File: config.mk
export PLATFORM = sky130hd
export DESIGN_NAME = cache_ctrl_param
export DESIGN_NICKNAME = d
export VERILOG_FILES = /design/src/rtl/cache_ctrl_param.sv
export SDC_FILE = /design/constraint.sdc
export NUM_CORES = 1
export LEC_CHECK = 0
export ABC_AREA = 1
export BUFFER_PORTS_ARGS = -buffer_cell sky130_fd_sc_hd__buf_2
export CAP_MARGIN = 20
export CORE_ASPECT_RATIO = 1.75
export CORE_MARGIN = 2
export CORE_UTILIZATION = 57
export CTS_CLUSTER_DIAMETER = 200
export DETAILED_ROUTE_END_ITERATION = 6
export PLACE_DENSITY = 0.84
export SLEW_MARGIN = 5
export SYNTH_ARGS = -nofsm -noshare
export SYNTH_HDL_FRONTEND = slang
export SYNTH_SLANG_ARGS = --single-unit
File: constraint.sdc
create_clock -name clk -period 1.65 [get_ports clk]
set_input_delay 0.2475 -clock clk [delete_from_list [all_inputs] [get_ports clk]]
set_output_delay 0.2475 -clock clk [all_outputs]
set_load 0.01 [all_outputs]
File: src/rtl/cache_ctrl_param.sv
// -----------------------------------------------------------------------------
// cache_ctrl_param
// Sequencing controller for a direct-mapped data cache. It sits between the
// CPU strobe interface, the tag/data array control and a fixed-latency memory.
// Supports multi-word line fills, optional write-back with dirty eviction, and
// saturating hit/miss statistics.
//
// Parameters
//   WAIT_STATES : memory latency in cycles per beat (1..255)
//   LINE_WORDS  : words per line, one beat per word (power of 2, 1..16)
//   WB_MODE     : 0 = write-through/no-allocate, 1 = write-back/write-allocate
//   CNT_W       : width of the statistics counters
//
// Ports
//   clk, reset          : clock, synchronous active-high reset
//   strobe, drw         : CPU request and direction (1 = write), taken in IDLE
//   m, v, dirty         : tag match, valid and dirty bits for the current index
//   dready              : one-cycle request-complete pulse to the CPU
//   w, wsel, rsel       : data-array write enable / write source / read source
//   word_idx            : word within the line for array and memory access
//   evict               : memory address from victim tag (1) or request (0)
//   mstrobe, mrw        : memory request pulse and direction (1 = write)
//   tag_we, set_dirty   : tag-array updates
//   busy                : high in every state except IDLE
//   hit_cnt, miss_cnt   : saturating lookup statistics
// -----------------------------------------------------------------------------
module cache_ctrl_param #(
   parameter  int unsigned WAIT_STATES = 4,
   parameter  int unsigned LINE_WORDS  = 4,
   parameter  int unsigned WB_MODE     = 1,
   parameter  int unsigned CNT_W       = 16,
   localparam int unsigned IDX_W       = (LINE_WORDS > 1) ? $clog2(LINE_WORDS) : 1
) (
   input  logic             clk,
   input  logic             reset,
   input  logic             strobe,
   input  logic             drw,
   input  logic             m,
   input  logic             v,
   input  logic             dirty,
   output logic             dready,
   output logic             w,
   output logic             wsel,
   output logic             rsel,
   output logic [IDX_W-1:0] word_idx,
   output logic             evict,
   output logic             mstrobe,
   output logic             mrw,
   output logic             tag_we,
   output logic             set_dirty,
   output logic             busy,
   output logic [CNT_W-1:0] hit_cnt,
   output logic [CNT_W-1:0] miss_cnt
);

   localparam logic [3:0] S_IDLE      = 4'd0;
   localparam logic [3:0] S_LOOKUP    = 4'd1;
   localparam logic [3:0] S_WB_REQ    = 4'd2;
   localparam logic [3:0] S_WB_WAIT   = 4'd3;
   localparam logic [3:0] S_FILL_REQ  = 4'd4;
   localparam logic [3:0] S_FILL_WAIT = 4'd5;
   localparam logic [3:0] S_FILL_WORD = 4'd6;
   localparam logic [3:0] S_WT_REQ    = 4'd7;
   localparam logic [3:0] S_WT_WAIT   = 4'd8;
   localparam logic [3:0] S_DONE      = 4'd9;

   localparam bit               WB        = (WB_MODE != 0);
   localparam logic [IDX_W-1:0] LAST_BEAT = IDX_W'(LINE_WORDS - 1);
   // Wait states count down from WAIT_STATES-1 so each one lasts WAIT_STATES cycles.
   localparam logic [7:0]       WAIT_LOAD = 8'(WAIT_STATES - 1);

   logic [3:0]       state_q,    state_d;
   logic [IDX_W-1:0] beat_q,     beat_d;
   logic [7:0]       wait_q,     wait_d;
   logic             drw_q,      drw_d;
   logic [CNT_W-1:0] hit_cnt_q,  hit_cnt_d;
   logic [CNT_W-1:0] miss_cnt_q, miss_cnt_d;

   logic lookup_hit;
   assign lookup_hit = m & v;

   // NOTE: sequential state uses non-blocking (<=) so every flop samples the
   // pre-edge values; blocking here would create order-dependent races.
   always_ff @(posedge clk) begin
      if (reset) begin
         state_q    <= S_IDLE;
         beat_q     <= '0;
         wait_q     <= '0;
         drw_q      <= 1'b0;
         hit_cnt_q  <= '0;
         miss_cnt_q <= '0;
      end else begin
         state_q    <= state_d;
         beat_q     <= beat_d;
         wait_q     <= wait_d;
         drw_q      <= drw_d;
         hit_cnt_q  <= hit_cnt_d;
         miss_cnt_q <= miss_cnt_d;
      end
   end

   // Next-state logic.
   always_comb begin
      // NOTE: every variable gets a default first, so paths that do not assign
      // it hold the flop value instead of inferring a latch.
      state_d    = state_q;
      beat_d     = beat_q;
      wait_d     = wait_q;
      drw_d      = drw_q;
      hit_cnt_d  = hit_cnt_q;
      miss_cnt_d = miss_cnt_q;

      case (state_q)
         S_IDLE: begin
            if (strobe) begin
               drw_d   = drw;
               state_d = S_LOOKUP;
            end
         end

         S_LOOKUP: begin
            // Every lookup, replays included, bumps exactly one counter.
            if (lookup_hit) begin
               if (hit_cnt_q != '1) hit_cnt_d = hit_cnt_q + 1'b1;
            end else begin
               if (miss_cnt_q != '1) miss_cnt_d = miss_cnt_q + 1'b1;
            end

            if (drw_q && !WB)             state_d = S_WT_REQ;
            else if (lookup_hit)          state_d = S_IDLE;
            else if (WB && v && dirty)    state_d = S_WB_REQ;
            else                          state_d = S_FILL_REQ;
         end

         S_WB_REQ: begin
            wait_d  = WAIT_LOAD;
            state_d = S_WB_WAIT;
         end

         S_WB_WAIT: begin
            if (wait_q == '0) begin
               if (beat_q == LAST_BEAT) begin
                  beat_d  = '0;
                  state_d = S_FILL_REQ;
               end else begin
                  beat_d  = beat_q + 1'b1;
                  state_d = S_WB_REQ;
               end
            end else begin
               wait_d = wait_q - 1'b1;
            end
         end

         S_FILL_REQ: begin
            wait_d  = WAIT_LOAD;
            state_d = S_FILL_WAIT;
         end

         S_FILL_WAIT: begin
            if (wait_q == '0) state_d = S_FILL_WORD;
            else              wait_d  = wait_q - 1'b1;
         end

         S_FILL_WORD: begin
            // After the last word the request is replayed through LOOKUP.
            if (beat_q == LAST_BEAT) begin
               beat_d  = '0;
               state_d = S_LOOKUP;
            end else begin
               beat_d  = beat_q + 1'b1;
               state_d = S_FILL_REQ;
            end
         end

         S_WT_REQ: begin
            wait_d  = WAIT_LOAD;
            state_d = S_WT_WAIT;
         end

         S_WT_WAIT: begin
            if (wait_q == '0) state_d = S_DONE;
            else              wait_d  = wait_q - 1'b1;
         end

         S_DONE:  state_d = S_IDLE;

         default: state_d = S_IDLE;
      endcase
   end

   // Output decode. Outputs are forced low while reset is asserted so an
   // aborted operation never emits tag_we or dready in the reset cycle.
   always_comb begin
      dready    = 1'b0;
      w         = 1'b0;
      wsel      = 1'b0;
      rsel      = 1'b0;
      evict     = 1'b0;
      mstrobe   = 1'b0;
      mrw       = 1'b0;
      tag_we    = 1'b0;
      set_dirty = 1'b0;
      word_idx  = beat_q;
      busy      = (state_q != S_IDLE);
      hit_cnt   = hit_cnt_q;
      miss_cnt  = miss_cnt_q;

      case (state_q)
         S_LOOKUP: begin
            if (lookup_hit && drw_q) begin
               w    = 1'b1;
               wsel = 1'b0;
               if (WB) begin
                  set_dirty = 1'b1;
                  dready    = 1'b1;
               end
            end else if (lookup_hit) begin
               dready = 1'b1;
               rsel   = 1'b0;
            end
         end
         S_WB_REQ: begin
            mstrobe = 1'b1;
            mrw     = 1'b1;
            evict   = 1'b1;
         end
         S_WB_WAIT: begin
            mrw   = 1'b1;
            evict = 1'b1;
         end
         S_FILL_REQ:  mstrobe = 1'b1;
         S_FILL_WORD: begin
            w      = 1'b1;
            wsel   = 1'b1;
            tag_we = (beat_q == LAST_BEAT);
         end
         S_WT_REQ: begin
            mstrobe = 1'b1;
            mrw     = 1'b1;
         end
         S_WT_WAIT: mrw    = 1'b1;
         S_DONE:    dready = 1'b1;
         default: ;
      endcase

      if (reset) begin
         dready    = 1'b0;
         w         = 1'b0;
         wsel      = 1'b0;
         rsel      = 1'b0;
         evict     = 1'b0;
         mstrobe   = 1'b0;
         mrw       = 1'b0;
         tag_we    = 1'b0;
         set_dirty = 1'b0;
         word_idx  = '0;
         busy      = 1'b0;
         hit_cnt   = '0;
         miss_cnt  = '0;
      end
   end

endmodule

==> metrics.yaml, run 1 <==
floorplanning:
  rows: 35
  die_h_um: 103
  die_area_um2: 6180
  ioPinCount: 51
  floorplan.initialDensity_pct: 59.6
  fp.coreArea_um2: 5300
  die_w_um: 60.3
critical_path:
  worst-endpoint-arrival_ns: 1.44
  required_ns: 1.40
  worst-setup-path-type: "reg -> out"
  path_max_fanout: 5
  critPathCaptureType: "primary output"
  start_kind: "register"
sta:
  fin_skew_ns: 0.00845
  period_needed_ns: 1.68
  final-hold-violation-count: 0
  worst_hold_slack_ns: 0.218
  finalMaxSlewViolations: 0
  setup_violations: 3
  tns_ns: -0.0836
  max_freq_mhz: 594
  rsz0062_at_grt: "true"
  fin_ws_ns: -0.0330
  fin_crit_sh_pct: 102
finish:
  syn2layout_area_growth_pct: 20.5
  layout_common_cells: "nand2_1 (152), nor2_1 (96), inv_1 (63), buf_2 (48), dfxtp_1 (42)"
  num_antenna_cells: 0
  finalNetCount: 613
  final_common_cell: "nand2_1"
  drive_above_1_share_pct: 20.3
pwr:
  power.leakage_nw: 1.70
  powerDensity_nw_per_um2: 935
  vdd_drop_max_v: 0.000829
grt:
  grt_pass1_wl_um: 13100
  track_usage_pct: 27.0
  grt_pass1_vias: 3135
  antenna_found_initial: 0
  grt_max_degree: 32
  overflow: 0
yosys:
  netlist.area_leader.share_pct: 29.8
  synth-seq-area-share_pct: 29.8
  synth_largest_area_cell: "dfxtp_1"
  synth_cells: 534
  syn-num-nets: 546
  ys_ff_latch: 47
  yosys_warnings: 0
  netlist_area_um2: 3160
  syn_avg_cell_area_um2: 5.92
  synthDistinctLibCells: 27
  yosys-top-cells-area: "dfxtp_1 (30%), nand2_1 (19%), nor2_1 (12%)"
drt:
  routed_wl_um: 8330
  firstDrtPassIters: 5
  drt_iter0_drc: 234
  wl_per_cell_um: 12.3
  vias: 3546
  drc_errors: 0
  postRouteAntennaNets: 0
  via_per_inst: 5.25
worst_hold_path:
  hold_path_class: "in -> reg"
placed_design:
  port_buffers: 49
  hpwlAfterDp_um: 6040
  gp_congestion: 1.05
clocking:
  cts_tree: "built"
  cts-root-buf: "clkbuf_8"
  clk_pin_slew_worst_paths_ns: 0.09
  ctsLongestPathBuffers: 2
  h-tree-depth: 2
  cts_inserted_buffers: 5
  cts.sinks: 47
  clock_latency_ns: 0.31
outcome:
  outcome: "finished with violations"
  violations: "setup timing"
job:
  drv_cap: 0
## registers in the layout, indices dropped and copies added (netlist names)
signal and count:
drw_q 1, hit_cnt_q 16, miss_cnt_q 16, state_q 4
beat_q 2, wait_q 8
## worst paths after layout
path / startpoint / endpoint / slack (ns) / cells after the start
worst min-delay path: drw / drw_q / 0.22 / 3
worst min register to register: wait_q[4] / wait_q[4] / 0.50 / 2
worst max-delay path: state_q[2] / mrw / -0.03 / 5
worst max register to register: state_q[0] / state_q[0] / 0.10 / 10
## synth_stat cells
master / instances
conb_1: 1
o21ai_4: 1
nand2_4: 1
nand3_1: 41
nor3_1: 4
ha_1: 5
inv_1: 66
nand4_1: 14
nor2_1: 100
clkbuf_1: 8
a21oi_2: 2
buf_2: 2
inv_2: 2
or2_2: 1
buf_1: 1
a21oi_1: 36
nor2_8: 1
buf_4: 3
nand2_1: 156
buf_6: 2
nand2_2: 4
dfxtp_1: 47
nor2_2: 2
nand4_2: 1
xor2_1: 10
o21ai_0: 18
nor2_4: 5
## kinds of logic after synthesis
logic type	Yosys count	share of synthesized area, %
xor+xnor	10	2.77
flops	47	29.8
fa+ha+maj	5	1.98
buf+inv	84	10.9
compound gates	57	9.62
simple gates	330	44.9
other cells	1	0.119
## cell type report
| cell class | count | area (um2) |
|---|---|---|
| Clock buffer | 7 | 76.3 |
| Tap cell | 74 | 92.6 |
| Clock inverter | 1 | 5.00 |
| Sequential cell | 47 | 955 |
| Timing Repair Buffer | 76 | 479 |
| Inverter | 68 | 255 |
| Fill cell | 452 | 1490 |
| Multi-Input combinational cell | 403 | 1940 |
## stage by stage
step	utilization (%)	setup slack (ns)	power (mW)	instances	instance area, um2
floorplan	-	0.176	2.31	534	3160
global placement	66.8	-0.0620	2.61	658	3540
detailed placement	66.8	-0.118	2.64	658	3540
CTS	70.3	-0.00925	3.46	671	3730
global route	71.9	-0.101	3.78	676	3810
finish	71.9	-0.0330	3.56	676	3810
## layer usage
| metal | up-vias | track usage, % | wire length [um] |
|---|---|---|---|
| met3 | 32 | 3.01 | 354 |
| li1 | 1804 | - | - |
| met5 | - | 0 | 0 |
| met1 | 1586 | 28.6 | 3130 |
| met4 | 0 | 13.8 | 300 |
| met2 | 124 | 50.3 | 4540 |
## what timing repair did
item | 4_1_cts | 5_1_grt
hold buffers | 0 | 0
pin swaps | 4 | 6
setup endpoints to repair | 29 | 43
setup buffers | 5 | 5
resized for setup | 20 | 10
## worst max-delay path, cell delays in order (launching register included)
cell	delay (ns)
dfxtp_2	0.39
inv_1	0.11
nand3_1	0.12
a21oi_1	0.10
or2_2	0.29
buf_6	0.12
## power breakdown
group	total, mW	internal [mW]	leakage (nW)	switching [mW]
clock	0.693	0.298	0.0422	0.394
sequential	1.36	1.25	0.383	0.109
combinational	1.51	0.535	1.28	0.972
total	3.56	2.08	1.70	1.48
Power figures use the tool's default switching activity.
==> run 2: changes to the inputs <==
Settings changed: REMOVE_ABC_BUFFERS set to 1.
==> run 2 against run 1 <==
  * The flow still finishes with violations (setup timing)
  * Routed wire length is 2.9% higher
  * Fmax shrank 0.89%
  * Setup slack worse by 0.015 ns
  * Clock power about the same
  * Final cell count is 1.6% higher
  * Combinational power up 7%
  * Sequential share of layout area decreased by 0.65 points
  * Global-route usage rose by 2.0 points
  * Clock-buffer cell count unchanged
  * Sequential cell count unchanged
  * Via count rose by 2.8%
  * Register-to-register slack lost 0.11 ns
==> metrics.yaml, run 2 (same netlist as run 1, synthesis figures left out) <==
finish:
  finalNonFillerCells: 687  # was 676
  finalNetCount: 624  # was 613
  num_antenna_cells: 0  # unchanged
  top_regs: "hit_cnt_q (16), miss_cnt_q (16), wait_q (8)"  # unchanged
  final_common_cell: "nand2_1"  # unchanged
  fin_area_um2: 3920  # was 3810 um2
  syn2layout_area_growth_pct: 24.0  # was 20.5%
  drive_above_1_share_pct: 22.3  # was 20.3%
  layout_common_cells: "nand2_1 (153), nor2_1 (95), inv_1 (62), buf_2 (48), dfxtp_1 (42)"  # was nand2_1 (152), nor2_1 (96), inv_1 (63), buf_2 (48), dfxtp_1 (42)
floorplanning:
  die_area_um2: 6180  # unchanged
  die_w_um: 60.3  # unchanged
  floorplan.initialDensity_pct: 59.6  # unchanged
  ioPinCount: 51  # unchanged
  die_h_um: 103  # unchanged
  rows: 35  # unchanged
  fp.coreArea_um2: 5300  # unchanged
pwr:
  total_power_mw: 3.69  # was 3.56 mW
  vdd_drop_max_v: 0.000908  # was 0.000829 V
  power.leakage_nw: 1.77  # was 1.70 nW
  powerDensity_nw_per_um2: 940  # was 935 nW/um2
critical_path:
  cp_common_cell: "inv_1"
  cp_num_cells: 7  # was 5
  reg2reg_depth: 8  # was 10
  slowest_delay_ns: 0.38  # was 0.39 ns
  path_cells: "inv_1 -> nand2_2 -> nor2_1 -> inv_1 -> a21oi_2 -> or2_4 -> buf_6"  # was inv_1 -> nand3_1 -> a21oi_1 -> or2_2 -> buf_6
  reg2reg_to: "miss_cnt_q[1]"  # was state_q[0]
  path_delay_family: "simple AND/OR/NAND/NOR gates"  # unchanged
  worst-setup-path-type: "reg -> out"  # unchanged
  r2r_start: "state_q[3]"  # was state_q[0]
  critPathCaptureType: "primary output"  # unchanged
  cp.buffers_inverters: 3  # was 2
  crit_path_top_delay_cell: "dfxtp_4"  # was dfxtp_2
  required_ns: 1.40  # about the same
  start_kind: "register"  # unchanged
  worst-endpoint-arrival_ns: 1.45  # was 1.44 ns
  path_max_fanout: 4  # was 5
  regToRegSetupSlack_ns: -0.01  # was 0.10 ns
clocking:
  hold_buffers: 0  # unchanged
  cts_tree: "built"  # unchanged
  h-tree-depth: 2  # unchanged
  clock_latency_ns: 0.30  # was 0.31 ns
  ctsLongestPathBuffers: 2  # unchanged
  cts-root-buf: "clkbuf_8"  # unchanged
  cts_inserted_buffers: 5  # unchanged
  cts.sinks: 47  # unchanged
  clk_pin_slew_worst_paths_ns: 0.09  # about the same
placed_design:
  placed_area_um2: 3620  # was 3540 um2
  pre_cts_ws_ns: -0.0906  # was -0.118 ns
  gp_congestion: 1.05  # about the same
  hpwlAfterDp_um: 6120  # was 6040 um
  port_buffers: 49  # unchanged
  dp_cells: 666  # was 658
drt:
  wl_per_cell_um: 12.5  # was 12.3 um
  drt_iter0_drc: 243  # was 234
  vias: 3644  # was 3546
  postRouteAntennaNets: 0  # unchanged
  via_per_inst: 5.30  # was 5.25
  drc_errors: 0  # unchanged
  firstDrtPassIters: 4  # was 5
  routed_wl_um: 8570  # was 8330 um
sta:
  setup_violations: 4  # was 3
  max_freq_mhz: 589  # was 594 MHz
  fin_crit_sh_pct: 103  # was 102%
  period_needed_ns: 1.70  # was 1.68 ns
  fin_ws_ns: -0.0481  # was -0.0330 ns
  finalMaxSlewViolations: 0  # unchanged
  final-hold-violation-count: 0  # unchanged
  worst_hold_slack_ns: 0.222  # was 0.218 ns
  rsz0062_at_grt: "true"  # unchanged
  fin_skew_ns: 0.00595  # was 0.00845 ns
worst_hold_path:
  hold_end: "drw_q"  # unchanged
  hold_path_class: "in -> reg"  # unchanged
  hold_start: "drw"  # unchanged
  whs_path_depth: 3  # unchanged
grt:
  antenna_found_initial: 0  # unchanged
  grt_pass1_wl_um: 14000  # was 13100 um
  grt_pass1_vias: 3394  # was 3135
  track_usage_pct: 29.0  # was 27.0%
  grt_max_degree: 59  # was 32
  overflow: 0  # unchanged
outcome:
  violations: "setup timing"  # unchanged
  outcome: "finished with violations"  # unchanged
job:
  drv_cap: 0  # unchanged
-- run 2: cell count changes in the layout (fill, tap and decap cells not counted), sizes merged --
cell and delta:
buf +11
-- run 2: layout make-up --
cell class,count,area [um2]
Fill cell,435,1380
Clock buffer,7,76.3
Inverter,68,255
Multi-Input combinational cell,403,1970
Clock inverter,1,5.00
Timing Repair Buffer,87,566
Sequential cell,47,957
Tap cell,74,92.6
-- run 2: repair_timing --
item / 4_1_cts / 5_1_grt
buffers inserted: 7 / 6
cloned: 0 / 0
resized for setup: 22 / 16
endpoints found under the setup margin: 20 / 38
pin swaps: 5 / 7
-- run 2: power breakdown --
group / leakage [nW] / internal [mW] / total, mW / switching [mW]
sequential: 0.383 / 1.26 / 1.38 / 0.120
clock: 0.0422 / 0.298 / 0.693 / 0.394
combinational: 1.35 / 0.586 / 1.62 / 1.03
total: 1.77 / 2.14 / 3.69 / 1.54
-- run 2: stage by stage --
stage	utilization (%)	setup TNS [ns]
3_3_place_gp	68.4	-0.0483
6_report	74.0	-0.0848
2_1_floorplan	-	-0.0340
4_1_cts	72.0	-0.0192
5_1_grt	74.0	-0.443
3_5_place_dp	68.4	-0.301
-- run 2: metal layers --
layer | global-route usage [%] | vias up | wire, um
met1 | 29.0 | 1658 | 3190
met5 | 0 | - | 0
met3 | 4.52 | 43 | 341
met2 | 53.6 | 114 | 4600
met4 | 17.4 | 0 | 427
li1 | - | 1829 | -
-- run 2: worst max path at each step --
stage / from / end
finish: state_q[3] / mrw
floorplan: miss_cnt_q[1] / miss_cnt_q[0]
CTS: state_q[1] / tag_we
global route: state_q[3] / mrw
global placement: hit_cnt_q[0] / hit_cnt_q[7]
detailed placement: hit_cnt_q[0] / hit_cnt_q[7]
-- run 2: tightest hold or removal path, cell delays in order --
cell,delay (ns)
buf_2,0.10
nand3_1,0.07
a21oi_1,0.06
==> run 3: changes to the inputs <==
Settings changed: CORE_MARGIN 2 to not set, CORE_UTILIZATION 57 to 40, PLACE_DENSITY 0.84 to 0.64.
==> run 3 against run 2 <==
  * The flow now finishes without violations
  * Routed wire length rose by 2.3%
  * Core utilization fell by 21 points
  * Cell area rose by 2.7%
  * Sequential cell count did not move
  * Critical path depth fell by 2
  * Clock-buffer cell count fell by 2
  * Die area rose by 34%
  * Global-route usage fell by 7.0 points
  * Critical endpoint is now tag_we
==> metrics.yaml, run 3 (same netlist as run 1, synthesis figures left out) <==
critical_path:
  worst-endpoint-arrival_ns: 1.40  # was 1.45 ns
  worst-setup-path-type: "reg -> out"  # unchanged
  path_max_fanout: 5  # was 4
  required_ns: 1.40  # about the same
  start_kind: "register"  # unchanged
  reg2reg_depth: 10  # was 8
  critPathCaptureType: "primary output"  # unchanged
drt:
  drt_iter0_drc: 164  # was 243
  via_per_inst: 5.01  # was 5.30
  wl_per_cell_um: 12.6  # was 12.5 um
  firstDrtPassIters: 4  # unchanged
  vias: 3491  # was 3644
  drc_errors: 0  # unchanged
  routed_wl_um: 8760  # was 8570 um
  postRouteAntennaNets: 0  # unchanged
job:
  drv_cap: 0  # unchanged
sta:
  period_needed_ns: 1.64  # was 1.70 ns
  finalMaxSlewViolations: 0  # unchanged
  rsz0062_at_grt: "true"  # unchanged
  fin_skew_ns: 0.00595  # about the same
  setup_violations: 0  # was 4
  fin_crit_sh_pct: 99.6  # was 103%
  worst_hold_slack_ns: 0.231  # was 0.222 ns
  max_freq_mhz: 608  # was 589 MHz
  tns_ns: 0  # was -0.0848 ns
  final-hold-violation-count: 0  # unchanged
floorplanning:
  die_w_um: 69.2  # was 60.3 um
  ioPinCount: 51  # unchanged
  fp.coreArea_um2: 7620  # was 5300 um2
  floorplan.initialDensity_pct: 41.5  # was 59.6%
  die_area_um2: 8280  # was 6180 um2
  rows: 42  # was 35
  die_h_um: 120  # was 103 um
placed_design:
  dp_cells: 683  # was 666
  placed_area_um2: 3690  # was 3620 um2
  gp_congestion: 0.910  # was 1.05
  hpwlAfterDp_um: 6710  # was 6120 um
  port_buffers: 49  # unchanged
clocking:
  hold_buffers: 0  # unchanged
  cts.sinks: 47  # unchanged
  clock_latency_ns: 0.30  # about the same
  h-tree-depth: 2  # unchanged
  cts_tree: "built"  # unchanged
  ctsLongestPathBuffers: 2  # unchanged
  clk_pin_slew_worst_paths_ns: 0.07  # was 0.09 ns
  cts_inserted_buffers: 5  # unchanged
  cts-root-buf: "clkbuf_16"  # was clkbuf_8
pwr:
  powerDensity_nw_per_um2: 1020  # was 940 nW/um2
  vdd_drop_max_v: 0.000708  # was 0.000908 V
  total_power_mw: 4.09  # was 3.69 mW
  power.leakage_nw: 1.79  # was 1.77 nW
outcome:
  outcome: "finished, final reports clean"  # was finished with violations
finish:
  drive_above_1_share_pct: 23.3  # was 22.3%
  finalNetCount: 620  # was 624
  num_antenna_cells: 0  # unchanged
  finalNonFillerCells: 697  # was 687
  layout_common_cells: "nand2_1 (152), nor2_1 (94), inv_1 (59), buf_2 (48), dfxtp_1 (42)"  # was nand2_1 (153), nor2_1 (95), inv_1 (62), buf_2 (48), dfxtp_1 (42)
  top_regs: "hit_cnt_q (16), miss_cnt_q (16), wait_q (8)"  # unchanged
  syn2layout_area_growth_pct: 27.4  # was 24.0%
  fin_area_um2: 4030  # was 3920 um2
  final_common_cell: "nand2_1"  # unchanged
grt:
  grt_pass1_vias: 3315  # was 3394
  grt_pass1_wl_um: 14600  # was 14000 um
  track_usage_pct: 22.0  # was 29.0%
  overflow: 0  # unchanged
  grt_max_degree: 56  # was 59
  antenna_found_initial: 0  # unchanged
worst_hold_path:
  hold_path_class: "in -> reg"  # unchanged
  whs_path_depth: 3  # unchanged
[run 3: changes by cell type in the layout (fill, tap and decap cells not counted), sizes merged]
cell,previous run,this run
buf,87,83
clkbuf,7,5
clkinvlp,0,2
[run 3: repair_timing]
| action | 4_1_cts | 5_1_grt |
|---|---|---|
| resized for setup | 20 | 30 |
| pin swaps | 5 | 8 |
| setup buffers | 4 | 2 |
| setup endpoints to repair | 8 | 27 |
[run 3: worst paths after layout]
| path | start | slack (ns) | end |
|---|---|---|---|
| worst max-delay path | state_q[0] | 0.006 | tag_we |
| worst min register to register | drw_q | 0.48 | drw_q |
| worst max register to register | state_q[0] | 0.11 | hit_cnt_q[7] |
| worst min-delay path | drw | 0.23 | drw_q |
[run 3: power breakdown]
part | leakage [nW] | switching (mW) | internal, mW
registers | 0.383 | 0.124 | 1.26
logic | 1.34 | 1.03 | 0.645
clock network | 0.0658 | 0.477 | 0.560
[run 3: layout make-up]
class                      count  area, um2
timing repair buffer          83        564
sequential                    47        957
inverter                      68        260
clock inverter                 3       20.0
multi-input combinational    403       1990
tap                           88        110
clock buffer                   5        125
fill                         802       3590
[run 3: layer usage]
metal / part of all wire (%) / vias up / track usage [%]
met4: 4.1 / 0 / 12.4
met5: 0 / - / 0
met1: 37 / 1569 / 22.2
met2: 55 / 82 / 41.7
met3: 3.1 / 23 / 3.61
li1: - / 1817 / -
[run 3: metrics by stage]
stage,util (%),setup WS [ns]
4_1_cts,51.4,-0.0367
5_1_grt,52.8,-0.0318
2_1_floorplan,-,-0.0170
3_5_place_dp,48.4,-0.0103
6_report,52.8,0.00601
3_3_place_gp,48.4,0.00474
[run 3: worst max-delay path: stages (launching register included)]
cell     delay (ns)
dfxtp_4        0.37
buf_6          0.12
nor3_4         0.19
inv_2          0.10
nor3_4         0.16
buf_2          0.16
